**config.mk**
```make
export PLATFORM = sky130hd
export DESIGN_NAME = chunk_adder
export DESIGN_NICKNAME = d
export VERILOG_FILES = /design/src/rtl/chunk_adder.sv
export SDC_FILE = /design/constraint.sdc
export NUM_CORES = 1
export LEC_CHECK = 0
export CORE_MARGIN = 2
export CORE_UTILIZATION = 45
export CTS_CLUSTER_SIZE = 30
export DETAILED_ROUTE_END_ITERATION = 10
export PLACE_DENSITY = 0.79
export SLEW_MARGIN = 10
export SYNTH_ARGS = -nofsm -noshare
export SYNTH_HDL_FRONTEND = slang
export SYNTH_SLANG_ARGS = --single-unit
```
**constraint.sdc**
```tcl
create_clock -name clk -period 3 [get_ports clk]
set_input_delay 0.3 -clock clk [delete_from_list [all_inputs] [get_ports clk]]
set_output_delay 0.3 -clock clk [all_outputs]
set_load 0.01 [all_outputs]
```
**src/rtl/chunk_adder.sv**
```systemverilog
// Multi-cycle adder that sums CHUNK bits per clock, LSB chunk first.
// Define CHUNK_ADDER_SUB_EN to add the sub input (a + ~b + 1 when sub=1).
module chunk_adder #(
   parameter int unsigned WIDTH = 16,
   parameter int unsigned CHUNK = 4
) (
   input  logic             clk,
   input  logic             rst,
   input  logic             start,
   input  logic [WIDTH-1:0] a,
   input  logic [WIDTH-1:0] b,
   input  logic             cin,
`ifdef CHUNK_ADDER_SUB_EN
   input  logic             sub,
`endif
   output logic             busy,
   output logic             done,
   output logic [WIDTH-1:0] s,
   output logic             cout,
   output logic             ovf
);
   localparam int unsigned NCH  = WIDTH / CHUNK;
   localparam int unsigned CNTW = (NCH > 1) ? $clog2(NCH) : 1;
   localparam int unsigned CSW  = CHUNK + 1;

   typedef enum logic [1:0] {IDLE, RUN, DONE} state_e;

   state_e            state_q, state_d;
   logic [WIDTH-1:0]  a_q, a_d, b_q, b_d, s_q, s_d;
   logic [CNTW-1:0]   cnt_q, cnt_d;
   logic              carry_q, carry_d, cout_q, cout_d, ovf_q, ovf_d;
   logic [WIDTH-1:0]  b_in_c;
   logic              c_in_c;
   logic [CHUNK-1:0]  a_ch_c, b_ch_c;
   logic [CSW-1:0]    ch_sum_c;
   int unsigned       sh_c;
   logic              last_c;

   // Subtraction is folded into the latched operand: store ~b and force carry-in.
`ifdef CHUNK_ADDER_SUB_EN
   assign b_in_c = sub ? ~b : b;
   assign c_in_c = sub | cin;
`else
   assign b_in_c = b;
   assign c_in_c = cin;
`endif

   assign sh_c     = 32'(cnt_q) * CHUNK;
   assign a_ch_c   = CHUNK'(a_q >> sh_c);
   assign b_ch_c   = CHUNK'(b_q >> sh_c);
   assign ch_sum_c = CSW'(a_ch_c) + CSW'(b_ch_c) + CSW'(carry_q);
   assign last_c   = (cnt_q == CNTW'(NCH - 1));

   always_ff @(posedge clk or posedge rst) begin
      if (rst) begin
         state_q <= IDLE;
         a_q     <= '0;
         b_q     <= '0;
         s_q     <= '0;
         cnt_q   <= '0;
         carry_q <= 1'b0;
         cout_q  <= 1'b0;
         ovf_q   <= 1'b0;
      end else begin
         state_q <= state_d;
         a_q     <= a_d;
         b_q     <= b_d;
         s_q     <= s_d;
         cnt_q   <= cnt_d;
         carry_q <= carry_d;
         cout_q  <= cout_d;
         ovf_q   <= ovf_d;
      end
   end

   always_comb begin
      state_d = state_q;
      a_d     = a_q;
      b_d     = b_q;
      s_d     = s_q;
      cnt_d   = cnt_q;
      carry_d = carry_q;
      cout_d  = cout_q;
      ovf_d   = ovf_q;
      unique case (state_q)
         IDLE, DONE: begin
            if (start) begin
               state_d = RUN;
               a_d     = a;
               b_d     = b_in_c;
               carry_d = c_in_c;
               s_d     = '0;
               cnt_d   = '0;
            end else begin
               state_d = IDLE;
            end
         end
         RUN: begin
            // Unwritten s bits are zero, so OR-ing the chunk into place is enough.
            s_d     = s_q | (WIDTH'(ch_sum_c[CHUNK-1:0]) << sh_c);
            carry_d = ch_sum_c[CHUNK];
            cnt_d   = cnt_q + CNTW'(1);
            if (last_c) begin
               state_d = DONE;
               cnt_d   = '0;
               cout_d  = ch_sum_c[CHUNK];
               // Carry into the MSB is a^b^s at that bit.
               ovf_d   = a_q[WIDTH-1] ^ b_q[WIDTH-1] ^ ch_sum_c[CHUNK-1] ^ ch_sum_c[CHUNK];
            end
         end
         default: state_d = IDLE;
      endcase
   end

   assign busy = (state_q == RUN);
   assign done = (state_q == DONE);
   assign s    = s_q;
   assign cout = cout_q;
   assign ovf  = ovf_q;
endmodule

```
==> results.yml <==
power:
  power-per-cell-area_nw_per_um2: 1170
  peakVddDrop_v: 0.000559
  p_total_mw: 3.73
  power_leakage_nw: 1.53
synth:
  ys_ff_latch: 55
  synthArstFlopShare: 1.00
  syn_area_per_cell_sq_um: 10.5
  synth_edf_count: 0
  yosys.cell_types.count: 32
  synthFlopType: "dfrtp_1"
  netlist_area_sq_um: 2450
  ys_seq_area_frac: 0.562
  syn_inst: 233
  yosysWarnings: 0
  synth_top_area_share: 0.562
  synth_area_leader_cell: "dfrtp_1"
  synth_nets: 275
  synthTopCellsByArea: "dfrtp_1, nand2_1, mux4_2"
route:
  vias: 1824
  drc: 0
  firstDrtPassIters: 4
  wl_per_cell_microns: 14.0
  drt_wl_total_mm: 5.05
  avgViaCountPerCell: 5.05
  ant_nets: 0
  drtIter0Drc: 100
timing:
  drv_slew: 0
  setup_viol: 0
  fmax_mhz: 351
  fin_hold_ws_ps: 280
  final.setup.tns_ps: 0
  slew_headroom: 0.602
  setup_slack_ps: 147
  rsz0062_at_grt: "no"
  hold_viol: 0
  tightestPinTransition_ps: 594
  finalCritPeriodShare: 0.951
  finalCriticalPeriod_ps: 2850
  skew_ps: 9.93
run_status:
  outcome: "finished clean"
die:
  fp.dieW_microns: 77.7
  dieArea_sq_um: 6040
  start_util: 0.473
  coreArea_sq_um: 5170
  row_count: 26
  pin_count: 56
  die_y_microns: 77.7
grt:
  gr-total-overflow: 0
  grt_start_max_net_pins: 39
  track_usage: 0.185
  antenna_found_initial: 0
  grt_pass1_vias: 1829
  grt_pass1_wl_mm: 8.66
critical_path:
  required_ps: 3230
  start_kind: "register"
  crit_type: "register to register"
  endpoint_kind: "register"
  path_max_fanout: 4
  critPathArrivalTime_ps: 3080
place:
  routabilityCongestion: 0.789
  dp_hpwl_mm: 3.88
  dp.cells: 353
  post-place-ws_ps: 96.6
  post_dp_cell_area_sq_um: 3080
  portBuffers: 55
finish:
  syn_to_final_growth_pct: 30.0
  stdcell_area_sq_um: 3180
  multiInputGateArea_sq_um: 1000
  fillerInstances: 436
  drive_gt1_frac: 0.0997
  final_util: 0.615
  final_cells: 361
  final_net_count: 332
  seqCellArea_sq_um: 1380
  antenna_cells: 0
clocking:
  numCtsBuffers: 5
  cts.sinks: 55
  hold_buffers: 0
  worstSkewPairLatency_ps: 320
  cts_tree: "done"
  clk_pin_slew_ps: 100
  cts-htree-levels: 2
  root_buffer: "clkbuf_8"
  cts_setup_buffers: 0
  clock_tree.buffer_depth: 2
  cts_resized: 0
hold_path:
  hold_path.class: "input pin to asynchronous set/reset pin"
flow_run:
  max_cap_viol_count: 0
[sequential cells by signal (all words and copies together) (netlist names)]
signal	count
cnt_q	2
state_q	2
carry_q	1
ovf	1
s	16
cout	1
a_q	16
b_q	16
[cell usage after synthesis, types with 3 or more instances]
cell and number:
a21oi_1 4, a22o_1 15, buf_2 3, clkbuf_1 5
dfrtp_1 55, ha_1 4, inv_1 3, mux4_2 8
nand2_1 100, nor2_1 3, o21ai_0 4
[power breakdown]
part | internal, mW | switching, mW | leakage, nW
Clock | 0.189 | 0.244 | 0.0474
Combinational | 0.994 | 1.01 | 0.794
Sequential | 1.08 | 0.210 | 0.689
[worst max-delay path, cell delays in order (launching register included)]
cell and delay [ps]:
dfrtp_2 430, mux4_2 540, fa_1 440, fa_1 430, a21o_2 240, a211oi_1 340
a211oi_1 100, o31ai_1 230
[placed cells by master (no fill, tap or decap), types with 3 or more instances in the layout]
cell,synthesis,routed
a21oi_1,4,4
clkdlybuf4s50_1,0,55
ha_1,4,4
nand2_1,100,100
buf_4,1,7
dfrtp_1,55,54
mux4_2,8,8
nor2_1,3,3
o21ai_0,4,4
clkbuf_8,0,6
a22o_1,15,15
[kinds of logic (layout without fill, tap and decap cells)]
group,Yosys count,count (layout),share of synthesized area
buffers and inverters,15,73,0.0291
AND/OR/NAND/NOR,115,115,0.192
multiplexers,8,8,0.0736
flip-flops,55,55,0.562
adder cells (fa/ha/maj),6,6,0.0368
AO/OA/AOI/OAI,32,32,0.0992
XOR/XNOR,2,2,0.00716
[layer usage]
layer | GRT usage | vias to the layer above | part of all wire
li1 | - | 900 | -
met1 | 0.236 | 873 | 0.46
met2 | 0.310 | 46 | 0.49
met3 | 0.0477 | 5 | 0.044
met4 | 0.0536 | 0 | 0.0095
met5 | 0 | - | 0
[worst paths after layout]
path	start	endpoint	slack, ps	depth (start not counted)
worst max-delay path	cnt_q[0]	ovf	150	7
worst min-delay path	rst	s[10]	280	2
worst max register to register	cnt_q[0]	ovf	150	7
worst min register to register	a_q[2]	a_q[2]	480	2
max in group asynchronous	rst	cnt_q[0]	1920	3
min in group clk	a_q[2]	a_q[2]	480	2
[cell type report]
type | instances | share of cell area
Clock buffer | 6 | 0.0260
Timing Repair Buffer | 62 | 0.190
Inverter | 3 | 0.00354
Multi-Input combinational cell | 163 | 0.315
Sequential cell | 55 | 0.433
Tap cell | 70 | 0.0275
Clock inverter | 2 | 0.00511
(Power assumes the default switching activity.)
